<file path="src/rtl/avmm_block_mover.sv">
// Avalon-MM block mover: copies or fills a run of words through a single master port.
// Define AVMM_BLOCK_MOVER_CHECKSUM_EN to sum every accepted write word into checksum.
module avmm_block_mover #(
  parameter int ADDR_W = 12,
  parameter int DATA_W = 32
) (
  input  logic                clk,
  input  logic                reset_n,
  input  logic                cmd_valid,
  output logic                cmd_ready,
  input  logic                cmd_mode,
  input  logic [ADDR_W-1:0]   cmd_src,
  input  logic [ADDR_W-1:0]   cmd_dst,
  input  logic [ADDR_W:0]     cmd_len,
  input  logic [DATA_W-1:0]   cmd_fill,
  output logic                busy,
  output logic                done,
  output logic [DATA_W-1:0]   checksum,
  input  logic                abort,
  output logic [ADDR_W-1:0]   address,
  output logic                chipselect,
  output logic                read,
  output logic                write,
  output logic [DATA_W/8-1:0] byteenable,
  output logic [DATA_W-1:0]   writedata,
  input  logic [DATA_W-1:0]   readdata,
  input  logic                waitrequest
);

  typedef enum logic [2:0] {IDLE, RD, RDATA, WR, FIN} state_t;

  state_t              state_reg;
  logic [ADDR_W:0]     idx_reg;
  logic [ADDR_W:0]     len_reg;
  logic [ADDR_W-1:0]   src_reg;
  logic [ADDR_W-1:0]   dst_reg;
  logic [ADDR_W-1:0]   address_reg;
  logic [DATA_W-1:0]   writedata_reg;
  logic                mode_reg;
  logic                abort_pend_reg;
  logic [ADDR_W:0]     idx_inc;

  assign idx_inc = idx_reg + 1'b1;

  // Bus strobes decode straight from the state register, so they are glitch-free and stable.
  assign cmd_ready  = (state_reg == IDLE);
  assign busy       = (state_reg != IDLE);
  assign read       = (state_reg == RD);
  assign write      = (state_reg == WR);
  assign chipselect = read | write;
  assign done       = (state_reg == FIN);
  assign byteenable = '1;
  assign address    = address_reg;
  assign writedata  = writedata_reg;

  always_ff @(posedge clk or negedge reset_n) begin
    if (!reset_n) begin
      state_reg      <= IDLE;
      idx_reg        <= '0;
      len_reg        <= '0;
      src_reg        <= '0;
      dst_reg        <= '0;
      address_reg    <= '0;
      writedata_reg  <= '0;
      mode_reg       <= 1'b0;
      abort_pend_reg <= 1'b0;
    end else begin
      case (state_reg)
        IDLE: begin
          abort_pend_reg <= 1'b0;
          if (cmd_valid) begin
            idx_reg  <= '0;
            len_reg  <= cmd_len;
            src_reg  <= cmd_src;
            dst_reg  <= cmd_dst;
            mode_reg <= cmd_mode;
            if (cmd_len == '0) begin
              state_reg <= FIN;
            end else if (cmd_mode) begin
              state_reg     <= WR;
              address_reg   <= cmd_dst;
              writedata_reg <= cmd_fill;
            end else begin
              state_reg   <= RD;
              address_reg <= cmd_src;
            end
          end
        end
        RD: begin
          if (abort) abort_pend_reg <= 1'b1;
          if (!waitrequest) state_reg <= RDATA;
        end
        RDATA: begin
          // Abort during a read still lets the read finish, but suppresses its write.
          writedata_reg <= readdata;
          address_reg   <= dst_reg + idx_reg[ADDR_W-1:0];
          if (abort || abort_pend_reg) state_reg <= FIN;
          else                         state_reg <= WR;
        end
        WR: begin
          if (abort) abort_pend_reg <= 1'b1;
          if (!waitrequest) begin
            idx_reg <= idx_inc;
            if (abort || abort_pend_reg || idx_inc == len_reg) begin
              state_reg <= FIN;
            end else if (mode_reg) begin
              address_reg <= dst_reg + idx_inc[ADDR_W-1:0];
            end else begin
              address_reg <= src_reg + idx_inc[ADDR_W-1:0];
              state_reg   <= RD;
            end
          end
        end
        FIN:     state_reg <= IDLE;
        default: state_reg <= IDLE;
      endcase
    end
  end

`ifdef AVMM_BLOCK_MOVER_CHECKSUM_EN
  logic [DATA_W-1:0] checksum_reg;

  always_ff @(posedge clk or negedge reset_n) begin
    if (!reset_n) begin
      checksum_reg <= '0;
    end else if (state_reg == IDLE && cmd_valid) begin
      checksum_reg <= '0;
    end else if (state_reg == WR && !waitrequest) begin
      checksum_reg <= checksum_reg + writedata_reg;
    end
  end

  assign checksum = checksum_reg;
`else
  assign checksum = '0;
`endif

endmodule

</file>
<file path="config.mk">
export PLATFORM = sky130hd
export DESIGN_NAME = avmm_block_mover
export DESIGN_NICKNAME = d
export VERILOG_FILES = /design/src/rtl/avmm_block_mover.sv
export SDC_FILE = /design/constraint.sdc
export NUM_CORES = 1
export LEC_CHECK = 0
export ABC_AREA = 1
export BUFFER_PORTS_ARGS = -buffer_cell sky130_fd_sc_hd__buf_2
export CAP_MARGIN = 20
export CORE_ASPECT_RATIO = 1.1
export CORE_UTILIZATION = 48
export CTS_CLUSTER_DIAMETER = 120
export CTS_CLUSTER_SIZE = 25
export DETAILED_ROUTE_END_ITERATION = 8
export PLACE_DENSITY = 0.78
export SLEW_MARGIN = 10
export SYNTH_ARGS = -nofsm -noshare
export SYNTH_HDL_FRONTEND = slang
export SYNTH_SLANG_ARGS = --single-unit
</file>
<file path="constraint.sdc">
create_clock -name clk -period 2.68 [get_ports clk]
set_input_delay 0.536 -clock clk [delete_from_list [all_inputs] [get_ports clk]]
set_output_delay 0.536 -clock clk [all_outputs]
set_load 0.005 [all_outputs]
</file>
==> qor.csv, run 1 <==
stage;metric;value;unit
timing;fin_crit;2.50;ns
clock_network;cts_buffers;9;
die;die_w;114;um
power_and_ir_drop;swShare;0.442;
finish;largest_reg_flops;32;
die;core;13300;um2
timing;layout_setup_ws;0.178;ns
route;ant_nets;0;
finish;final_common_cell;nand2_1;
finish;drive_gt1_frac;0.254;
placement;hpwl;13900;um
route;drt_iter0_drc;383;
timing;finClkSkew;0.00686;ns
route;viasPerCell;5.16;
clock_network;clk_path_buf_depth;2;
power_and_ir_drop;p_seq_frac;0.307;
synth;syn_area;6600;um2
power_and_ir_drop;comb_power_share;0.535;
route;dr.pass1.iters;5;
route;wire_per_inst;14.5;um
die;die_y;125;um
grt;antenna_found_initial;0;
finish;layout.nets;1186;
grt;grt_usage;0.259;
die;ios;193;
synth;synth_cells;894;
die;die-area;14200;um2
grt;gr-total-overflow;0;
grt;grt_pass1_vias;6060;
setup_path;crit_top_cell;nand2_1;
timing;slew_viol_final;0;
finish;layout_common_cells;221 x nand2_1, 155 x buf_2, 97 x dfrtp_1, 92 x inv_1, 88 x nor2_1;
timing;fmax;0.400;GHz
power_and_ir_drop;p_sw;3780;uW
setup_path;critPathRequiredTime;2.93;ns
finish;diodes;0;
setup_path;path_class;register to register;
setup_path;worst_ep_arrival_time;2.75;ns
timing;rsz0062_at_grt;true;
synth;ys_async_sr_fraction;1.00;
synth;avgSynthCellArea;7.38;um2
setup_path;critPathCaptureType;register;
synth;ys_seq_elements;99;
grt;grt_start_max_net_pins;51;
power_and_ir_drop;clock_power_share;0.158;
route;remaining_drc_errors;0;
setup_path;cpMaxStageDelayCell;dfrtp_1;
route;via_count;6413;
synth;synth_edf_count;0;
setup_path;start_kind;register;
finish;fillCellCount;1268;
placement;dp_slack;0.149;ns
timing;worstMarginPinSlew;0.531;ns
job;maxCapViolations;0;
setup_path;cp_cell_sequence;ha_4 -> nand2_4 -> nor2_8 -> nand2_2 -> nand2_2 -> inv_2 -> ha_4 -> nand4_1 -> o211ai_1 -> nand3_1 -> nand2_2 -> nand2_1 -> nand2_1 -> nand2_1 -> nand3_1 -> nand2_1 -> nand3_1 -> nand2_1;
synth;synth_flop_cell;dfrtp_1;
clock_network;root_buffer;clkbuf_16;
clock_network;cts_hold_buf;0;
power_and_ir_drop;p_leak;0.00423;uW
placement;gp_congestion;0.948;
clock_network;cts_tree;yes;
setup_path;cp_max_fo;4;
synth;yosys_warnings;0;
die;start_util;0.495;
status;status;completed;
synth;netlist-cell-type-count;43;
timing;fin_crit_sh;0.933;
clock_network;insertion_delay;0.36;ns
clock_network;clkTransAtPathRegs;0.07;ns
timing;finalSetupViolCount;0;
power_and_ir_drop;vdd_drop_max;0.709;mV
min_path;hp-class;primary input to asynchronous set/reset pin;
power_and_ir_drop;fin_total_pwr;8550;uW
placement;port_buffers;156;
die;row_count;44;
synth;synth.yosys.seq_area_share;0.376;
setup_path;max_stage_delay;0.42;ns
power_and_ir_drop;internal_power;4770;uW
finish;area_delta_synth_final;21.2;%
timing;timing.slew.headroom;0.646;
power_and_ir_drop;p_per_area;1070;nW/um2
clock_network;cts.sink_count;99;
grt;grt_pass1_wl;28800;um
clock_network;htreeDepth;3;
timing;final-hold-violation-count;0;
route;wirelength;18000;um
## power by group through the flow
stage | clock network, uW | registers [uW] | logic [uW]
4_1_cts | 1380 | 2620 | 4420
6_report | 1350 | 2630 | 4570
3_3_place_gp | 0 | 2620 | 4320
3_5_place_dp | 0 | 2630 | 4420
2_1_floorplan | 0 | 2560 | 3070
5_1_grt | 1440 | 2710 | 5150
## kinds of logic (layout without fill, tap and decap cells)
| logic type | after synthesis | after routing | share of synthesized area |
|---|---|---|---|
| flip-flops | 99 | 99 | 0.376 |
| buffers and inverters | 165 | 296 | 0.117 |
| other | 2 | 36 | 0.00114 |
| AO/OA/AOI/OAI | 157 | 157 | 0.139 |
| multiplexers | 9 | 9 | 0.0154 |
| XOR/XNOR | 10 | 10 | 0.0175 |
| AND/OR/NAND/NOR | 427 | 427 | 0.285 |
| adder cells (fa/ha/maj) | 25 | 25 | 0.0497 |
## cell type report
type / instances / area [um2] / share of cell area
clock buffer: 9 / 225 / 0.0282
timing repair buffer: 184 / 1040 / 0.130
tap: 184 / 230 / 0.0288
sequential: 99 / 2480 / 0.310
multi-input combinational: 664 / 3580 / 0.448
inverter: 96 / 360 / 0.0451
clock inverter: 7 / 81.3 / 0.0102
## Yosys cell counts (2+ instances only)
cell | count | area share
nand2_1 | 227 | 0.13
ha_1 | 23 | 0.044
xnor3_1 | 2 | 0.0068
nand3_1 | 55 | 0.042
nor3_1 | 3 | 0.0023
conb_1 | 2 | 0.0011
nor2_2 | 2 | 0.0019
nor2_1 | 89 | 0.051
clkbuf_1 | 29 | 0.017
a21oi_1 | 40 | 0.030
fa_1 | 2 | 0.0061
xor2_1 | 5 | 0.0066
buf_4 | 36 | 0.041
nand2_4 | 2 | 0.0034
inv_1 | 93 | 0.053
mux2_2 | 9 | 0.015
o221ai_1 | 5 | 0.0066
nand4_1 | 14 | 0.013
nor2_8 | 2 | 0.0061
nand2_2 | 22 | 0.021
a31oi_1 | 32 | 0.030
o22ai_1 | 9 | 0.0085
xnor2_1 | 3 | 0.0040
o211ai_1 | 9 | 0.010
nand3b_1 | 6 | 0.0068
buf_1 | 2 | 0.0011
o21ai_0 | 51 | 0.039
dfrtp_1 | 99 | 0.38
nor2_4 | 3 | 0.0051
a22oi_1 | 2 | 0.0023
inv_2 | 3 | 0.0017
o21bai_1 | 2 | 0.0023
## worst paths after layout
| check | from | end | slack [ns] | depth (start not counted) |
|---|---|---|---|---|
| setup / recovery | idx_reg[1]$_DFFE_PN0P_ | address[11]$_DFFE_PN0P_ | 0.18 | 18 |
| hold / removal | reset_n | len_reg[11]$_DFFE_PN0P_ | 0.15 | 1 |
| setup reg to reg | idx_reg[1]$_DFFE_PN0P_ | address[11]$_DFFE_PN0P_ | 0.18 | 18 |
| hold reg to reg | address[1]$_DFFE_PN0P_ | address[1]$_DFFE_PN0P_ | 0.48 | 2 |
| max in group asynchronous | reset_n | mode_reg$_DFFE_PN0P_ | 1.80 | 2 |
| min in group clk | abort | abort_pend_reg$_DFFE_PN0P_ | 0.42 | 2 |
## routing by layer
metal,up-vias,GRT usage,wire [um]
met4,0,0.110,633
li1,3178,-,-
met2,274,0.458,8960
met3,51,0.0577,1250
met1,2910,0.300,7150
met5,-,0,0
## critical path, delay by kind of cell (launching register included)
family	cells	cell delay (ns)
AOI/OAI and AO/OA	1	0.31
buffers and inverters	1	0.04
and+or+nand+nor	14	1.18
DFF	1	0.42
adders and majority gates	2	0.46
## metrics by stage
step,std cells,TNS (ns),area (um2),hold WS (ns),utilization
floorplan,928,0,6720,0.240,-
global placement,1223,0,7540,0.463,0.566
detailed placement,1223,0,7540,0.467,0.566
CTS,1239,0,7840,0.169,0.589
global route,1243,-0.0987,8000,0.197,0.600
finish,1243,0,8000,0.153,0.600
## timing repair
action                     CTS  global route
buffers inserted             0             4
gates resized for setup      0            25
setup endpoints to repair    0             5
(Power assumes the default switching activity.)
==> inputs of run 2 (changes only) <==
Settings changed: PLACE_DENSITY 0.78 to 0.83.
==> run 2 against run 1 <==
- first-iteration DRC count is 17% higher
- hold slack worse by 0.057 ns
- clock power hardly changed
- sequential cell count stayed put
- clock skew is 0.0013 ns lower
- routed wire length is 0.65% higher
- fmax is 1.5% lower
- sequential power hardly changed
- sequential share of layout area is 0.11 points higher
- via count is 0.33% higher
- critical endpoint unchanged
- largest power group unchanged
==> qor.csv, run 2 (synthesis results as in run 1) <==
stage;metric;value;unit;change
route;ant_nets;0;;unchanged
finish;largest_reg_flops;32;;unchanged
timing;fmax;0.394;GHz;-1.5%
die;row_count;44;;unchanged
setup_path;critPathCaptureType;register;;
power_and_ir_drop;vdd_drop_max;0.700;mV;-1.3%
finish;stdcell_area;7970;um2;-0.36%
grt;antenna_found_initial;0;;unchanged
setup_path;crit_top_cell;nand2_1;;
route;wirelength;18100;um;+0.65%
finish;final_cells;1242;;-0.080%
clock_network;clkTransAtPathRegs;0.07;ns;about the same
setup_path;cp_top_family;simple AND/OR/NAND/NOR gates;;
timing;slew_viol_final;0;;unchanged
setup_path;path_buf_inv;1;;unchanged
clock_network;insertion_delay;0.36;ns;about the same
clock_network;htreeDepth;3;;unchanged
finish;fillCellCount;1262;;-0.47%
timing;finClkSkew;0.00555;ns;-0.00132 ns
power_and_ir_drop;p_per_area;1070;nW/um2;about the same
timing;timing.slew.headroom;0.521;;-0.125
setup_path;cp_max_fo;8;;+4
timing;rsz0062_at_grt;true;;
min_path;hp-class;primary input to asynchronous set/reset pin;;
route;dr.pass1.iters;5;;unchanged
timing;final-hold-violation-count;0;;unchanged
status;status;completed;;
placement;dpl.cell_count;1222;;-0.082%
route;wire_per_inst;14.6;um;+0.73%
die;die-area;14200;um2;unchanged
die;die_w;114;um;unchanged
die;ios;193;;unchanged
setup_path;path_class;register to register;;
setup_path;cpMaxStageDelayCell;dfrtp_1;;
finish;layout.nets;1185;;-0.084%
clock_network;cts_tree;yes;;
timing;whs;0.0952;ns;-0.0574 ns
timing;fin_crit_sh;0.947;;+0.0138
placement;hpwl;14000;um;+0.72%
job;maxCapViolations;0;;unchanged
grt;grt_pass1_wl;29500;um;+2.7%
clock_network;clk_path_buf_depth;2;;unchanged
clock_network;root_buffer;clkbuf_16;;
placement;gp_congestion;0.912;;-3.8%
finish;layout_common_cells;222 x nand2_1, 155 x buf_2, 97 x dfrtp_1, 93 x inv_1, 88 x nor2_1;;
setup_path;start_kind;register;;
setup_path;cp_cell_sequence;ha_4 -> nand2_4 -> nor2_8 -> nand2_2 -> nand2_2 -> inv_1 -> ha_4 -> nand4_1 -> o211ai_1 -> nand3_1 -> nand2_2 -> nand2_1 -> nand2_1 -> nand2_1 -> nand3_1 -> nand2_1 -> nand3_1 -> nand2_1;;
finish;drive_gt1_frac;0.249;;-0.00543
setup_path;worst_ep_arrival_time;2.79;ns;+0.04 ns
finish;area_delta_synth_final;20.8;%;
finish;final_common_cell;nand2_1;;
setup_path;critPathRequiredTime;2.93;ns;about the same
placement;place_area;7540;um2;about the same
route;remaining_drc_errors;0;;unchanged
timing;worstMarginPinSlew;0.718;ns;+0.187 ns
die;start_util;0.495;;unchanged
route;drt_iter0_drc;450;;+17%
setup_path;max_stage_delay;0.41;ns;about the same
placement;port_buffers;156;;unchanged
route;viasPerCell;5.18;;+0.41%
die;core;13300;um2;unchanged
grt;grt_start_max_net_pins;71;;+39%
grt;grt_pass1_vias;6237;;+2.9%
timing;finalSetupViolCount;0;;unchanged
grt;grt_usage;0.266;;+0.00637
power_and_ir_drop;p_leak;0.00423;uW;+0.11%
grt;gr-total-overflow;0;;unchanged
route;via_count;6434;;+0.33%
die;die_y;125;um;unchanged
timing;fin_crit;2.54;ns;+0.0370 ns
clock_network;cts.sink_count;99;;unchanged
finish;diodes;0;;unchanged
clock_network;cts_buffers;9;;unchanged
-- run 2: report_power, final --
| group | internal (uW) | switching, uW | total, uW |
|---|---|---|---|
| clock network | 741 | 624 | 1370 |
| logic | 1840 | 2690 | 4540 |
| registers | 2180 | 448 | 2620 |
-- run 2: per-layer routing --
layer / share of wire / global-route usage / vias up
met5: 0 / 0 / -
li1: - / - / 3169
met1: 0.39 / 0.311 / 2940
met2: 0.49 / 0.456 / 264
met3: 0.070 / 0.0528 / 61
met4: 0.049 / 0.144 / 0
-- run 2: layout make-up --
class / count / area (um2) / share of cell area
sequential: 99 / 2480 / 0.311
clock buffer: 9 / 225 / 0.0283
multi-input combinational: 664 / 3570 / 0.448
timing repair buffer: 183 / 1020 / 0.128
clock inverter: 7 / 82.6 / 0.0104
tap: 184 / 230 / 0.0289
inverter: 96 / 360 / 0.0452
-- run 2: path summary, 6_finish.rpt --
path	start	end	slack, ns	cells past startpoint
min in group clk	cmd_len[0]	len_reg[0]$_DFFE_PN0P_	0.42	2
min	reset_n	idx_reg[9]$_DFFE_PN0P_	0.1	1
min reg2reg	address[6]$_DFFE_PN0P_	address[6]$_DFFE_PN0P_	0.47	2
max in group asynchronous	reset_n	dst_reg[4]$_DFFE_PN0P_	1.85	2
max	idx_reg[1]$_DFFE_PN0P_	address[11]$_DFFE_PN0P_	0.14	18
max reg2reg	idx_reg[1]$_DFFE_PN0P_	address[11]$_DFFE_PN0P_	0.14	18
-- run 2: per-stage QoR --
stage / worst slack (ns) / util / power (uW) / setup TNS [ns]
after floorplan: 0.0396 / - / 5630 / 0
after global placement: 0.216 / 0.566 / 6910 / 0
after detailed placement: 0.129 / 0.566 / 7040 / 0
after CTS: 0.109 / 0.589 / 8430 / 0
after global routing: -0.0611 / 0.598 / 9310 / -0.189
final: 0.141 / 0.598 / 8520 / 0
-- run 2: repair_timing --
action | CTS | global route
hold buffers | 0 | 0
setup endpoints to repair | 0 | 5
buffers inserted | 0 | 4
resized for setup | 0 | 18
==> inputs of run 3 (changes only) <==
Clock period 2.68 ns to 2.1 ns, I/O delays scaled along.
==> run 3 against run 2 <==
- the run now ends with negative setup slack left
- sequential share of layout area down 3.4 points
- critical endpoint unchanged
- cell count rose by 7.6%
- critical path type unchanged
- routed wire length up 12%
- clock skew is 0.0070 ns higher
- sequential cell count unchanged
- setup slack worse by 0.51 ns
- first-iteration DRC count shrank 17%
- sequential power grew 28%
- combinational power is 56% higher
==> qor.csv, run 3 (synthesis results as in run 1) <==
stage;metric;value;unit;change
setup_path;start_kind;register;;
route;dr.pass1.iters;7;;+2
finish;multi_input_area;3830;um2;+7.3%
placement;gp_congestion;0.949;;+4.0%
die;start_util;0.495;;unchanged
timing;fin_crit;2.46;ns;-0.0738 ns
die;die_y;125;um;unchanged
timing;whs;0.301;ns;+0.206 ns
setup_path;critPathRequiredTime;2.35;ns;-0.58 ns
route;wirelength;20300;um;+12%
finish;largest_reg_flops;32;;unchanged
placement;port_buffers;156;;unchanged
placement;hpwl;15200;um;+9.0%
timing;rsz0062_at_grt;true;;
route;remaining_drc_errors;0;;unchanged
clock_network;clkTransAtPathRegs;0.07;ns;about the same
setup_path;path_buf_inv;1;;unchanged
finish;final_common_cell;nand2_1;;
finish;area_delta_synth_final;35.7;%;
finish;layout_common_cells;208 x nand2_1, 156 x buf_2, 110 x buf_4, 95 x dfrtp_1, 89 x inv_1;;
timing;finClkSkew;0.0125;ns;+0.00698 ns
finish;drive_gt1_frac;0.351;;+0.102
finish;final_util;0.672;;+0.0739
clock_network;cts_buffers;9;;unchanged
finish;register_area;2480;um2;+0.10%
setup_path;critPathCaptureType;register;;
finish;layout.nets;1279;;+7.9%
grt;antenna_found_initial;0;;unchanged
power_and_ir_drop;vdd_drop_max;1.13;mV;+62%
power_and_ir_drop;p_per_area;1360;nW/um2;+27%
setup_path;path_class;register to register;;
clock_network;htreeDepth;3;;unchanged
power_and_ir_drop;fin_total_pwr;12200;uW;+43%
die;ios;193;;unchanged
placement;dp_slack;-0.379;ns;-0.508 ns
grt;grt_pass1_vias;6673;;+7.0%
clock_network;clk_path_buf_depth;2;;unchanged
clock_network;cts.sink_count;99;;unchanged
route;via_count;6991;;+8.7%
timing;fmax;0.406;GHz;+3.0%
setup_path;cpMaxStageDelayCell;dfrtp_2;;
route;drt_iter0_drc;374;;-17%
die;row_count;44;;unchanged
route;ant_nets;0;;unchanged
timing;finalSetupTns;-3.65;ns;-3.65 ns
clock_network;root_buffer;clkbuf_16;;
min_path;hp-class;primary input to register;;
setup_path;rrSetupSlack;-0.36;ns;-0.51 ns
timing;finalSetupViolCount;15;;+15
grt;grt_usage;0.282;;+0.0168
grt;grt_start_max_net_pins;42;;-41%
setup_path;worst_ep_arrival_time;2.72;ns;-0.07 ns
status;status;finished with violations;;
die;die_w;114;um;unchanged
job;maxCapViolations;0;;unchanged
timing;fin_crit_sh;1.17;;+0.227
grt;grt_pass1_wl;31300;um;+5.8%
grt;gr-total-overflow;0;;unchanged
finish;diodes;0;;unchanged
setup_path;cp_top_family;simple AND/OR/NAND/NOR gates;;
status;violations;negative setup slack;;
route;wire_per_inst;15.2;um;+4.3%
clock_network;cts_tree;yes;;
route;viasPerCell;5.23;;+1.0%
clock_network;insertion_delay;0.37;ns;about the same
setup_path;cp_cell_sequence;ha_4 -> nand2_4 -> nor2_8 -> nand2_2 -> nand2_2 -> inv_2 -> ha_4 -> nand4_1 -> o211ai_1 -> nand3_1 -> nand2_2 -> nand2_2 -> nand2_1 -> nand2_1 -> nand3_2 -> nand2_1 -> nand3_1 -> nand2_1;;
finish;fillCellCount;1112;;-12%
power_and_ir_drop;p_leak;0.00471;uW;+11%
timing;slew_viol_final;0;;unchanged
timing;final-hold-violation-count;0;;unchanged
setup_path;max_stage_delay;0.42;ns;about the same
setup_path;cp_max_fo;4;;-4
die;core;13300;um2;unchanged
timing;layout_setup_ws;-0.365;ns;-0.506 ns
die;die-area;14200;um2;unchanged
## run 3: path summary, 6_finish.rpt
check | cells past startpoint | from | to
min in group asynchronous | 2 | reset_n | idx_reg[4]$_DFFE_PN0P_
max reg2reg | 18 | idx_reg[0]$_DFFE_PN0P_ | address[11]$_DFFE_PN0P_
max in group asynchronous | 3 | reset_n | idx_reg[1]$_DFFE_PN0P_
max | 18 | idx_reg[0]$_DFFE_PN0P_ | address[11]$_DFFE_PN0P_
min reg2reg | 2 | address[1]$_DFFE_PN0P_ | address[1]$_DFFE_PN0P_
min | 2 | cmd_dst[11] | dst_reg[11]$_DFFE_PN0P_
## run 3: layout make-up
class                   instances  area share
well taps                     184      0.0257
inverters                      96      0.0405
clock inverters                 7     0.00922
flip-flops and latches         99       0.277
repair buffers                275       0.195
clock buffers                   9      0.0252
multi-input cells             666       0.428
## run 3: routing by layer
layer | GRT usage | vias up | part of all wire
met5 | 0 | - | 0
met4 | 0.160 | 0 | 0.052
met3 | 0.0509 | 83 | 0.071
met2 | 0.498 | 342 | 0.49
met1 | 0.319 | 3196 | 0.38
li1 | - | 3370 | -
## run 3: report_power, final
group          switching [uW]  internal, uW
Clock                     796           945
Sequential                574          2780
Combinational            3980          3090
## run 3: through the flow
step           area [um2]  std cells
3_5_place_dp         8210       1304
3_3_place_gp         8210       1304
2_1_floorplan        6810        928
4_1_cts              8690       1327
5_1_grt              8950       1336
6_report             8950       1336
## run 3: what timing repair did
item	in CTS	in global routing
endpoints found under the hold margin	18	0
setup endpoints to repair	15	30
cloned	1	1
gates resized for setup	22	44
hold buffers	1	0
pin swaps	16	24
setup buffers	5	8
## run 3: worst reg2reg max path: cells and delay by family, from the launching register on
kind                       cells  cell delay [ns]
and+or+nand+nor               14             1.19
DFF                            1             0.42
AOI/OAI and AO/OA              1             0.28
buffers and inverters          1             0.04
adders and majority gates      2             0.43
